--- config.mk ---
export PLATFORM = sky130hd
export DESIGN_NAME = fetch_unit_flat
export DESIGN_NICKNAME = d
export VERILOG_FILES = /design/src/rtl/fetch_unit_if.sv /design/src/rtl/fetch_unit.sv /design/src/flat_wrapper.sv
export SDC_FILE = /design/constraint.sdc
export NUM_CORES = 1
export LEC_CHECK = 0
export CAP_MARGIN = 10
export CORE_MARGIN = 5
export CORE_UTILIZATION = 55
export CTS_BUF_LIST = sky130_fd_sc_hd__clkbuf_8
export CTS_CLUSTER_SIZE = 14
export DETAILED_ROUTE_END_ITERATION = 6
export DONT_BUFFER_PORTS = 1
export PLACE_DENSITY = 0.7
export SYNTH_ARGS = -nofsm -noshare
export SYNTH_HDL_FRONTEND = slang
export SYNTH_SLANG_ARGS = --single-unit
--- constraint.sdc ---
create_clock -name i_clk -period 12.25 [get_ports i_clk]
set_clock_uncertainty 0.15 [all_clocks]
set_input_delay 3.675 -clock i_clk [delete_from_list [all_inputs] [get_ports i_clk]]
set_output_delay 3.675 -clock i_clk [all_outputs]
set_load 0.02 [all_outputs]
--- src/rtl/fetch_unit_if.sv ---
// Fetch-stage bundle: instruction-memory req/gnt/rvalid side plus the decode-facing
// valid/ready, redirect and halt signals. master = fetch unit, slave = memory/decode side.
interface fetch_unit_if;
    logic        o_imem_req;
    logic [31:0] o_imem_addr;
    logic        i_imem_gnt;
    logic        i_imem_rvalid;
    logic [31:0] i_imem_rdata;
    logic        o_inst_valid;
    logic [31:0] o_inst;
    logic [31:0] o_inst_pc;
    logic        i_inst_ready;
    logic        i_redirect;
    logic [31:0] i_redirect_pc;
    logic        i_halt;
    logic        o_halted;

    modport master (
        output o_imem_req, o_imem_addr, o_inst_valid, o_inst, o_inst_pc, o_halted,
        input  i_imem_gnt, i_imem_rvalid, i_imem_rdata, i_inst_ready,
               i_redirect, i_redirect_pc, i_halt
    );

    modport slave (
        input  o_imem_req, o_imem_addr, o_inst_valid, o_inst, o_inst_pc, o_halted,
        output i_imem_gnt, i_imem_rvalid, i_imem_rdata, i_inst_ready,
               i_redirect, i_redirect_pc, i_halt
    );
endinterface

--- src/rtl/fetch_unit.sv ---
// Instruction fetch: PC, req/gnt memory issue, 2-entry instruction FIFO, redirect/halt.
// Optional FETCH_PERF_EN adds o_stall_cycles (saturating count of empty RUN cycles).
//
// state     | meaning
// ST_RUN    | fetching; requests issued while outstanding + buffered < 2
// ST_HALTED | ebreak seen; no requests, FIFO empty, responses discarded until reset
module fetch_unit #(
    parameter logic [31:0] RESET_ADDR = 32'h0000_0000
) (
    input  logic         i_clk,
    input  logic         i_rst,
    fetch_unit_if.master bus
`ifdef FETCH_PERF_EN
    ,
    output logic [31:0]  o_stall_cycles
`endif
);

    typedef enum logic {ST_RUN = 1'b0, ST_HALTED = 1'b1} state_e;

    state_e      state_q, state_d;
    logic [31:0] pc_q, pc_d;
    logic [1:0]  out_q, out_d;
    logic [1:0]  drop_q, drop_d;
    logic [1:0]  cnt_q, cnt_d;
    logic        rd_ptr_q, rd_ptr_d;
    logic        wr_ptr_q, wr_ptr_d;
    logic [31:0] fifo_inst_q [2];
    logic [31:0] fifo_inst_d [2];
    logic [31:0] fifo_pc_q [2];
    logic [31:0] fifo_pc_d [2];
    logic [31:0] tag_q [2];
    logic [31:0] tag_d [2];
    logic        tag_wr_q, tag_wr_d;
    logic        tag_rd_q, tag_rd_d;

    logic        run;
    logic        issue;
    logic        fire;
    logic        resp;
    logic        push;
    logic        pop;
    logic        unused_rpc_lsb;

    assign unused_rpc_lsb = ^bus.i_redirect_pc[1:0];

    always_comb begin
        run   = (state_q == ST_RUN);
        // Issue decision looks only at registered occupancy so req/addr stay stable until granted.
        issue = run && !i_rst && !bus.i_redirect && !bus.i_halt &&
                (({1'b0, out_q} + {1'b0, cnt_q}) < 3'd2);
        fire  = issue && bus.i_imem_gnt;
        resp  = bus.i_imem_rvalid;
        pop   = (cnt_q != 2'd0) && bus.i_inst_ready;
        push  = resp && run && (drop_q == 2'd0);

        state_d     = state_q;
        pc_d        = pc_q;
        out_d       = out_q + {1'b0, fire} - {1'b0, resp};
        drop_d      = drop_q;
        cnt_d       = cnt_q;
        rd_ptr_d    = rd_ptr_q;
        wr_ptr_d    = wr_ptr_q;
        fifo_inst_d = fifo_inst_q;
        fifo_pc_d   = fifo_pc_q;
        tag_d       = tag_q;
        tag_wr_d    = tag_wr_q;
        tag_rd_d    = tag_rd_q;

        if (fire) begin
            pc_d            = pc_q + 32'd4;
            tag_d[tag_wr_q] = pc_q;
            tag_wr_d        = !tag_wr_q;
        end

        // Every response consumes its tag, dropped or not, so the tag queue stays aligned.
        if (resp) begin
            tag_rd_d = !tag_rd_q;
            if (drop_q != 2'd0) drop_d = drop_q - 2'd1;
        end

        if (push) begin
            fifo_inst_d[wr_ptr_q] = bus.i_imem_rdata;
            fifo_pc_d[wr_ptr_q]   = tag_q[tag_rd_q];
            wr_ptr_d              = !wr_ptr_q;
        end
        if (pop) rd_ptr_d = !rd_ptr_q;

        case ({push, pop})
            2'b10:   cnt_d = cnt_q + 2'd1;
            2'b01:   cnt_d = cnt_q - 2'd1;
            default: cnt_d = cnt_q;
        endcase

        if (run && bus.i_halt) begin
            state_d  = ST_HALTED;
            cnt_d    = 2'd0;
            rd_ptr_d = 1'b0;
            wr_ptr_d = 1'b0;
        end else if (run && bus.i_redirect) begin
            cnt_d    = 2'd0;
            rd_ptr_d = 1'b0;
            wr_ptr_d = 1'b0;
            drop_d   = out_q - {1'b0, resp};
            pc_d     = {bus.i_redirect_pc[31:2], 2'b00};
        end
    end

    always_ff @(posedge i_clk or posedge i_rst) begin
        if (i_rst) begin
            state_q     <= ST_RUN;
            pc_q        <= RESET_ADDR;
            out_q       <= 2'd0;
            drop_q      <= 2'd0;
            cnt_q       <= 2'd0;
            rd_ptr_q    <= 1'b0;
            wr_ptr_q    <= 1'b0;
            fifo_inst_q <= '{default: '0};
            fifo_pc_q   <= '{default: '0};
            tag_q       <= '{default: '0};
            tag_wr_q    <= 1'b0;
            tag_rd_q    <= 1'b0;
        end else begin
            state_q     <= state_d;
            pc_q        <= pc_d;
            out_q       <= out_d;
            drop_q      <= drop_d;
            cnt_q       <= cnt_d;
            rd_ptr_q    <= rd_ptr_d;
            wr_ptr_q    <= wr_ptr_d;
            fifo_inst_q <= fifo_inst_d;
            fifo_pc_q   <= fifo_pc_d;
            tag_q       <= tag_d;
            tag_wr_q    <= tag_wr_d;
            tag_rd_q    <= tag_rd_d;
        end
    end

    assign bus.o_imem_req   = issue;
    assign bus.o_imem_addr  = pc_q;
    assign bus.o_inst_valid = (cnt_q != 2'd0);
    assign bus.o_inst       = fifo_inst_q[rd_ptr_q];
    assign bus.o_inst_pc    = fifo_pc_q[rd_ptr_q];
    assign bus.o_halted     = (state_q == ST_HALTED);

`ifdef FETCH_PERF_EN
    logic [31:0] stall_q, stall_d;

    always_comb begin
        stall_d = stall_q;
        if (run && (cnt_q == 2'd0) && (stall_q != 32'hFFFF_FFFF)) stall_d = stall_q + 32'd1;
    end

    always_ff @(posedge i_clk or posedge i_rst) begin
        if (i_rst) stall_q <= 32'd0;
        else       stall_q <= stall_d;
    end

    assign o_stall_cycles = stall_q;
`endif

endmodule

--- src/flat_wrapper.sv ---
// flat-port wrapper written by rule: the top's interface ports become plain ports
module fetch_unit_flat 
#(
    parameter logic [31:0] RESET_ADDR = 32'h0000_0000
)
  (i_clk, i_rst, bus_o_imem_req, bus_o_imem_addr, bus_o_inst_valid, bus_o_inst, bus_o_inst_pc, bus_o_halted, bus_i_imem_gnt, bus_i_imem_rvalid, bus_i_imem_rdata, bus_i_inst_ready, bus_i_redirect, bus_i_redirect_pc, bus_i_halt);
  fetch_unit_if bus_i ();
  input  logic i_clk;
  input  logic i_rst;
  output wire logic [$bits(bus_i.o_imem_req)-1:0] bus_o_imem_req;
  output wire logic [$bits(bus_i.o_imem_addr)-1:0] bus_o_imem_addr;
  output wire logic [$bits(bus_i.o_inst_valid)-1:0] bus_o_inst_valid;
  output wire logic [$bits(bus_i.o_inst)-1:0] bus_o_inst;
  output wire logic [$bits(bus_i.o_inst_pc)-1:0] bus_o_inst_pc;
  output wire logic [$bits(bus_i.o_halted)-1:0] bus_o_halted;
  input wire logic [$bits(bus_i.i_imem_gnt)-1:0] bus_i_imem_gnt;
  input wire logic [$bits(bus_i.i_imem_rvalid)-1:0] bus_i_imem_rvalid;
  input wire logic [$bits(bus_i.i_imem_rdata)-1:0] bus_i_imem_rdata;
  input wire logic [$bits(bus_i.i_inst_ready)-1:0] bus_i_inst_ready;
  input wire logic [$bits(bus_i.i_redirect)-1:0] bus_i_redirect;
  input wire logic [$bits(bus_i.i_redirect_pc)-1:0] bus_i_redirect_pc;
  input wire logic [$bits(bus_i.i_halt)-1:0] bus_i_halt;
  assign bus_o_imem_req = bus_i.o_imem_req;
  assign bus_o_imem_addr = bus_i.o_imem_addr;
  assign bus_o_inst_valid = bus_i.o_inst_valid;
  assign bus_o_inst = bus_i.o_inst;
  assign bus_o_inst_pc = bus_i.o_inst_pc;
  assign bus_o_halted = bus_i.o_halted;
  assign bus_i.i_imem_gnt = bus_i_imem_gnt;
  assign bus_i.i_imem_rvalid = bus_i_imem_rvalid;
  assign bus_i.i_imem_rdata = bus_i_imem_rdata;
  assign bus_i.i_inst_ready = bus_i_inst_ready;
  assign bus_i.i_redirect = bus_i_redirect;
  assign bus_i.i_redirect_pc = bus_i_redirect_pc;
  assign bus_i.i_halt = bus_i_halt;
  fetch_unit #(.RESET_ADDR(RESET_ADDR)) u_core (.i_clk(i_clk), .i_rst(i_rst), .bus(bus_i));
endmodule
==> results of run 1 <==
## final timing paths
check,start,to,slack (ps)
min in group asynchronous,i_rst,u_core.fifo_pc_q[36],3080
worst max register to register,u_core.cnt_q[0],u_core.tag_q[54],8740
worst min register to register,u_core.fifo_pc_q[25],u_core.fifo_pc_q[25],320
max in group asynchronous,i_rst,u_core.drop_q[0],7280
worst min-delay path,u_core.fifo_pc_q[25],u_core.fifo_pc_q[25],320
worst max-delay path,bus_i_halt,bus_o_imem_req,3930
## area by class of cell
cell class                 instances  area (sq um)
clock buffer                      54           743
clock inverter                    15           120
timing repair buffer               4          42.5
sequential                       225          5630
multi-input combinational        542          4180
inverter                          10          45.0
tap                              229           287
fill                            1414          6980
## state kept, by name (all words and copies together), names as in the netlist
| signal | count |
|---|---|
| u_core.tag_wr_q | 1 |
| u_core.out_q | 2 |
| u_core.bus.o_imem_addr | 30 |
| u_core.cnt_q | 2 |
| u_core.tag_q | 60 |
| u_core.fifo_pc_q | 60 |
| u_core.tag_rd_q | 1 |
| u_core.drop_q | 2 |
| u_core.fifo_inst_q | 64 |
| u_core.rd_ptr_q | 1 |
| u_core.wr_ptr_q | 1 |
| u_core.bus.o_halted | 1 |
## worst register-to-register path: cells and delay by family, from the launching register on
family / cells / cell delay (ps)
and+or+nand+nor: 4 / 1790
muxes: 1 / 560
adders and majority gates: 1 / 480
DFF: 1 / 420
## synthesized netlist by cell type, drive strengths merged
cell | number | area (sq um)
nor4 | 9 | 90.1
a211o | 1 | 8.76
clkbuf | 25 | 93.8
o21ai | 69 | 345
mux2i | 30 | 300
xnor2 | 27 | 236
and3 | 7 | 43.8
ha | 3 | 37.5
nand2 | 86 | 330
a211oi | 1 | 7.51
xor2 | 9 | 78.8
inv | 10 | 37.5
or2 | 1 | 6.26
and2 | 5 | 31.3
nand3 | 6 | 30.0
and4 | 5 | 43.8
nand4 | 9 | 68.8
nor3 | 8 | 40.0
dfrtp | 225 | 5630
nor2 | 47 | 176
buf | 27 | 176
a21oi | 33 | 165
a31oi | 1 | 6.26
fa | 1 | 20.0
conb | 1 | 3.75
nand2b | 2 | 15.0
or3 | 1 | 6.26
mux2 | 176 | 2050
nor2b | 1 | 6.26
## cells by family (layout without fill, tap and decap cells)
group,after synthesis,count (layout),synth area share (%)
compound gates,105,105,5.28
xor+xnor,36,36,3.13
fa+ha+maj,4,4,0.570
buf+inv,62,83,3.05
flops,225,225,55.8
mux,206,206,23.3
other cells,1,4,0.0372
simple gates,187,187,8.80
## metrics by stage
| stage | setup slack [ps] | power, mW | util [%] | instances |
|---|---|---|---|---|
| final | 3930 | 1.97 | 61.3 | 1079 |
| after floorplan | 2260 | 1.19 | - | 829 |
| after global routing | 3850 | 2.06 | 61.3 | 1079 |
| after global placement | 3980 | 1.25 | 56.4 | 1009 |
| after CTS | 3940 | 2.00 | 61.2 | 1078 |
| after detailed placement | 3940 | 1.26 | 56.4 | 1009 |
## routing by layer
layer,share of wire (%),vias up
li1,-,2854
met1,42,3074
met2,48,199
met3,8.3,33
met4,2.0,0
met5,0,-
## power by group
group          switching, mW  internal, mW
combinational          0.205         0.152
sequential            0.0927         0.795
clock                  0.294         0.433
==> metrics.txt, run 1 <==
share of cells above drive strength 1 between 30% and 40%; Worst-Margin Slew 1160 ps; Crit path required time roughly 8400 ps; status finished clean; Area after DPL roughly 10000 sq um; IO buf count 0; initial antenna violation count 0; Post-CTS Resized 0; routability cong. 0.775; global-route met3 utilization under 10%; CTS max path bufs 3; worst r2r path cells 6; routing usage on met2 about a third; setup_tns 0 ps; CP max stage cell nor2_1; Initial Utilization 56.0%; Setup crit end kind output port; crit-path cells nor2_1, and2_1; WHS Path Cells 2; I/O pin cnt 170; Die Wd approximately 150 um; DRT iter0 DRCs around 340; startpoint types primary input; die extent in y roughly 150 um; crit-path max FO 9; TritonCTS clock tree built; Crit path arrival time ~4500 ps; Post-CTS Setup Bufs 0; period utilization between 60 and 70%; Global Route met1 Usage approximately a quarter; Clock Root Buffer clkbuf_8; row count 49; PwrDens between 150 and 200 nW/um^2; diode count 0; number of global-route vias before repair 6540; total track usage 20.2%; first-pass GRT wire length 35.1 mm; Final Cell Area 11000 sq um; post-DR vias/cell around 5.7; Synth cell types 39; largest stage delay on the critical path between 400 and 500 ps; most frequent cells in the layout 223 x dfrtp_1, 157 x mux2_2, 84 x nand2_1; fmax around 120 MHz; Buf/Inv on CP 0; Seq cells post-synth ~230; clk sinks roughly 230; Mapped Avg Cell Area between 10 and 15 sq um; RSZ-0062 raised after global routing no; Final Hold Vio Count 0; hold_ws 324 ps; P&R area growth vs syn 9.51%; crit-path leading delay family simple AND/OR/NAND/NOR gates; Leak Pwr about 5.2 nW; largest net degree at the start of global routing 160; Slew Viols, Final 0; vias 6160; HPWL after detailed placement 13.9 mm; Post-Syn Instances slightly above 800; clk slew on worst S/H paths approximately 60 ps; MaxCap Viol Count 0; CP Depth 2; Avg WL per Cell between 20 and 25 um; Min-Delay Path Class reg2reg; CP Class in2out; mapped cell area a little over 10000 sq um; fin crit period between 8000 and 9000 ps; leading cell type in the layout, fill and taps excluded dfrtp_1; Most Used Layer, Global Route met2; TritonCTS buffer count 38; Seq/Total Area, Yosys a little under three fifths; Setup Viol. Count Final 0; antenna viol nets, final 0; # hold bufs at CTS 0; nets@finish about 900; Slew HR 23.0%; DRC violations left 0; Clk Latency, worst-skew pair approximately 520 ps; total wire length about 22 mm; H-tree depth 2; Peak VDD IR between 0.1 and 0.15 mV; Die ar. 21200 sq um; drt pass-1 iters 5; core area 18000 sq um; GRT overflow 0; Synth Warn # 0
No activity file was read; power rests on OpenSTA's default activity.
==> inputs of run 2 (changes only) <==
PLACE_DENSITY = 0.73   (was 0.7)
clock period = 7.6 ns   (was 12.25 ns; I/O delays follow)
==> run 2 against run 1 <==
Net effect: total power increased by 53%; cell count down 0.46%; sequential power up 59%; non-clock buffer count increased by 1; clock-buffer cell count down 8; via count is 1.2% lower; highest routed layer unchanged; utilization decreased by 0.82 points; sequential share of layout area rose by 0.69 points; design area down 1.3%; global-route usage down 0.21 points; setup slack worse by 1800 ps; die area is the same.
==> metrics.txt, run 2 (synthesis gave the netlist of run 1 again) <==
status finished clean; vias 6086 (-1.2%); Final Hold Vio Count 0 (unchanged); Clk Latency, worst-skew pair 520 ps (about the same); post-DR vias/cell 5.67 (-0.74%); Setup Viol. Count Final 0 (unchanged); Worst-Margin Slew 1160 ps (+9.20 ps); fmax roughly 180 MHz; P&R area growth vs syn 8.05%; Area after DPL 10200 sq um (+0.23%); CP max stage cell nor2_1; H-tree depth 2 (unchanged); DRT iter0 DRCs 303 (-12%); Avg WL per Cell 19.5 um (-2.6%); core area 18000 sq um (unchanged); Crit path arrival time 3050 ps (-1440 ps); Final Cell Area 10900 sq um (-1.3%); drt pass-1 iters 5 (unchanged); routability cong. 0.875 (+13%); PwrDens 276 nW/um^2 (+55%); antenna viol nets, final 0 (unchanged); initial antenna violation count 0 (unchanged); TritonCTS buffer count 37 (-2.6%); fillers 1427 (+0.92%); period utilization between 70 and 80%; GRT overflow 0 (unchanged); Clock Root Buffer clkbuf_8; RSZ-0062 raised after global routing no; crit-path cells nor2_1, and2_1; TritonCTS clock tree built; DRC violations left 0 (unchanged); leading cell type in the layout, fill and taps excluded dfrtp_1; reg2reg start u_core.cnt_q[0]; total wire length 20.9 mm (-3.1%); startpoint types primary input; share of cells above drive strength 1 29.8% (-0.53 points); setup_tns 0 ps (unchanged); crit-path max FO 9 (unchanged); crit-path leading delay family simple AND/OR/NAND/NOR gates; Post-CTS Resized 0 (unchanged); Crit path required time 5170 ps (-3250 ps); Top Registers u_core.fifo_inst_q x64, u_core.fifo_pc_q x60, u_core.tag_q x60; Min-Delay Path Class reg2reg; Post-CTS Setup Bufs 0 (unchanged); most frequent cells in the layout 223 x dfrtp_1, 157 x mux2_2, 84 x nand2_1; total track usage 20.0% (-0.21 points); max FFs per register 64 (unchanged); Die ar. 21200 sq um (unchanged); CTS max path bufs 3 (unchanged); fin crit period 5480 ps; largest stage delay on the critical path 400 ps (about the same); Slew Viols, Final 0 (unchanged); number of global-route vias before repair 6444 (-1.5%); first-pass GRT wire length 34.8 mm (-1.1%); IO buf count 0 (unchanged); MaxCap Viol Count 0 (unchanged); Setup crit end kind output port; Die Wd 145 um (unchanged); Critical path origin bus_i_halt; # hold bufs at CTS 0 (unchanged); Slew HR 22.2% (-0.80 points); Leak Pwr 5.14 nW (-1.4%); clk sinks 225 (unchanged); diode count 0 (unchanged); nets@finish 896 (unchanged); HPWL after detailed placement 14.1 mm (+1.4%); die extent in y 145 um (unchanged); Initial Utilization 56.0% (unchanged); clk slew on worst S/H paths 50 ps (about the same); largest net degree at the start of global routing 93 (-42%); row count 49 (unchanged); worst hold path startpoint u_core.fifo_pc_q[30]; CP Class in2out; largest register by flop count u_core.fifo_inst_q; Peak VDD IR 0.146 mV (+32%); Buf/Inv on CP 0 (unchanged); I/O pin cnt 170 (unchanged)
[run 2: cell types whose count changed in the layout (fill, tap and decap cells not counted), sizes merged]
cell | before | now
clkinv | 6 | 9
clkbuf | 54 | 46
buf | 4 | 5
bufinv | 2 | 0
clkinvlp | 1 | 2
[run 2: metal layers]
layer	global-route usage (%)	wire length [um]	share of wire [%]
met1	27.4	9260	44
met5	0	0	0
met2	30.1	9410	45
met4	5.78	392	1.9
met3	7.44	1870	8.9
[run 2: worst reg2reg max path: stages (launching register included)]
cell	delay, ps
dfrtp_1	420
and2_1	170
fa_1	480
nor4_4	390
and3_1	460
nand2b_2	640
mux2_4	530
[run 2: final cells by class]
type / instances / area [sq um] / area share (%)
Tap cell: 229 / 287 / 2.63
Clock buffer: 46 / 633 / 5.81
Sequential cell: 225 / 5630 / 51.7
Timing Repair Buffer: 5 / 50.0 / 0.459
Multi-Input combinational cell: 542 / 4180 / 38.3
Inverter: 10 / 41.3 / 0.379
Clock inverter: 17 / 78.8 / 0.723
[run 2: path summary, 6_finish.rpt]
| kind | slack (ps) | endpoint | cells past startpoint |
|---|---|---|---|
| worst max-delay path | 2120 | bus_o_imem_req | 2 |
| worst min-delay path | 320 | u_core.fifo_pc_q[30] | 2 |
| worst max register to register | 4240 | u_core.tag_q[43] | 6 |
| worst min register to register | 320 | u_core.fifo_pc_q[30] | 2 |
| max in group asynchronous | 4720 | u_core.tag_rd_q | 2 |
| min in group asynchronous | 1370 | u_core.wr_ptr_q | 1 |
[run 2: per-stage QoR]
stage | utilization (%) | worst slack (ps) | total power [mW] | cells | hold slack, ps
2_1_floorplan | - | 2230 | 1.92 | 829 | 294
3_3_place_gp | 56.5 | 2160 | 2.02 | 1011 | 305
3_5_place_dp | 56.5 | 2130 | 2.04 | 1011 | 314
4_1_cts | 60.5 | 2130 | 3.06 | 1074 | 326
5_1_grt | 60.5 | 2060 | 3.16 | 1074 | 345
6_report | 60.5 | 2120 | 3.01 | 1074 | 322
[run 2: report_power, final]
part | switching [mW] | internal, mW | total (mW)
registers | 0.132 | 1.28 | 1.41
clock network | 0.459 | 0.545 | 1.00
logic | 0.348 | 0.246 | 0.594
total | 0.939 | 2.07 | 3.01
==> inputs of run 3 (changes only) <==
PLACE_DENSITY = 0.7   (was 0.73)
clock period = 5.63 ns   (was 7.6 ns; I/O delays follow)
==> run 3 against run 2 <==
Net effect: via count grew 0.23%; cell count up 0.65%; critical path type is now reg2out; sequential share of layout area fell by 0.50 points; setup slack worse by 810 ps; register-to-register slack lost 2100 ps; clock-buffer cell count rose by 5; global-route usage is essentially flat; clock power grew 45%; first-iteration DRC count increased by 6.6%; combinational power is 22% higher.
==> metrics.txt, run 3 (synthesis gave the netlist of run 1 again) <==
vias 6100 (+0.23%); period utilization between 70% and 80%; P_int 2.88 mW (+39%); startpoint types flop; fmax roughly 230 MHz; final std cells w/o fill 1081 (+0.65%); total wire length 21.2 mm (+1.4%); RSZ-0062 raised after global routing no; P&R area growth vs syn 9.11%; switching power 1.28 mW (+36%); Slew Viols, Final 0 (unchanged); CP max stage cell dfrtp_2; Sequential Power Share 47.6% (+0.7 points); largest net degree at the start of global routing 130 (+40%); core area 18000 sq um (unchanged); Clk Latency, worst-skew pair 520 ps (about the same); final core occ 61.1% (+0.60 points); Die Wd 145 um (unchanged); most frequent cells in the layout 223 x dfrtp_1, 157 x mux2_2, 84 x nand2_1; I/O pin cnt 170 (unchanged); crit-path cells buf_4, mux2_2; Comb pwr share 17.5% (-2.2 points); Final Hold Vio Count 0 (unchanged); die extent in y 145 um (unchanged); nets@finish 898 (+0.22%); post-DR vias/cell 5.64 (-0.42%); Top Registers u_core.fifo_inst_q x64, u_core.fifo_pc_q x60, u_core.tag_q x60; Placed Cells 1010 (-0.099%); max FFs per register 64 (unchanged); Clk pwr share 34.9% (+1.6 points); Avg WL per Cell 19.6 um (+0.75%); CTS max path bufs 3 (unchanged); crit-path max FO 41 (+32); antenna viol nets, final 0 (unchanged); HPWL after detailed placement 13.9 mm (-0.91%); PwrDens 377 nW/um^2 (+37%); drt pass-1 iters 4 (-1); status finished clean; DRT iter0 DRCs 323 (+6.6%); Peak VDD IR 0.202 mV (+38%); # hold bufs at CTS 0 (unchanged); Initial Utilization 56.0% (unchanged); GRT overflow 0 (unchanged); H-tree depth 2 (unchanged); IO buf count 0 (unchanged); fin crit period between 4000 and 5000 ps; leading cell type in the layout, fill and taps excluded dfrtp_1; Post-CTS Resized 0 (unchanged); Setup Viol. Count Final 0 (unchanged); Worst-Margin Slew 1160 ps (-4.15 ps); initial antenna violation count 0 (unchanged); Clock Root Buffer clkbuf_8; clk slew on worst S/H paths 60 ps (about the same); Slew HR 22.6% (+0.46 points); Post-CTS Setup Bufs 0 (unchanged); row count 49 (unchanged); setup slack after layout 1300 ps (-812 ps); largest register by flop count u_core.fifo_inst_q; TritonCTS clock tree built; first-pass GRT wire length 35.0 mm (+0.60%); Net Sw Frac 30.8% (-0.37 points); Leak Pwr 5.20 nW (+1.3%); TritonCTS buffer count 39 (+5.4%); Crit path required time 3790 ps (-1380 ps); Die ar. 21200 sq um (unchanged); diode count 0 (unchanged); share of cells above drive strength 1 29.7% (-0.13 points); DRC violations left 0 (unchanged); clk sinks 225 (unchanged); largest stage delay on the critical path 1050 ps (+650 ps); routability cong. 0.769 (-12%); CP Class reg2out; Place WS 1310 ps (-825 ps); Setup crit end kind output port; MaxCap Viol Count 0 (unchanged); Min-Delay Path Class reg2reg; total track usage 20.0% (about the same); Total Power 4.16 mW (+38%); Crit path arrival time 2490 ps (-560 ps); setup_tns 0 ps (unchanged); number of global-route vias before repair 6588 (+2.2%)
run 3: power by group through the flow:
stage	registers, mW	logic (mW)	clock network, mW
after floorplan	1.85	0.738	0
after global placement	2.00	0.714	0
after detailed placement	2.01	0.729	0
after CTS	1.98	0.734	1.50
after global routing	2.00	0.780	1.57
final	1.98	0.726	1.45
run 3: final timing paths:
kind	to	slack, ps	start	cells past startpoint
max	bus_o_inst[31]	1300	u_core.rd_ptr_q	2
min	u_core.fifo_pc_q[19]	320	u_core.fifo_pc_q[19]	2
max reg2reg	u_core.tag_q[47]	2160	u_core.cnt_q[0]	6
min reg2reg	u_core.fifo_pc_q[19]	320	u_core.fifo_pc_q[19]	2
max in group asynchronous	u_core.tag_rd_q	3650	i_rst	2
min in group asynchronous	u_core.fifo_pc_q[2]	1010	i_rst	2
run 3: metal layers:
metal	GRT usage (%)	up-vias	part of all wire (%)
met4	5.69	0	1.8
met2	33.0	185	48
li1	-	2875	-
met1	24.5	3004	41
met3	7.85	36	8.4
met5	0	-	0
run 3: critical path, delay by kind of cell (launching register included):
kind | cells | cell delay, ps
flops | 1 | 1050
buf+inv | 1 | 450
mux | 1 | 450
run 3: through the flow:
step	hold slack, ps	cell area, sq um
after floorplan	294	10100
final	322	11000
after CTS	327	11000
after global placement	305	10200
after detailed placement	315	10200
after global routing	342	11000
run 3: final cells by class:
class	count	area (sq um)
fillers	1443	7020
flip-flops and latches	225	5630
multi-input cells	542	4180
clock buffers	51	702
well taps	229	287
clock inverters	19	85.1
repair buffers	5	82.6
inverters	10	41.3
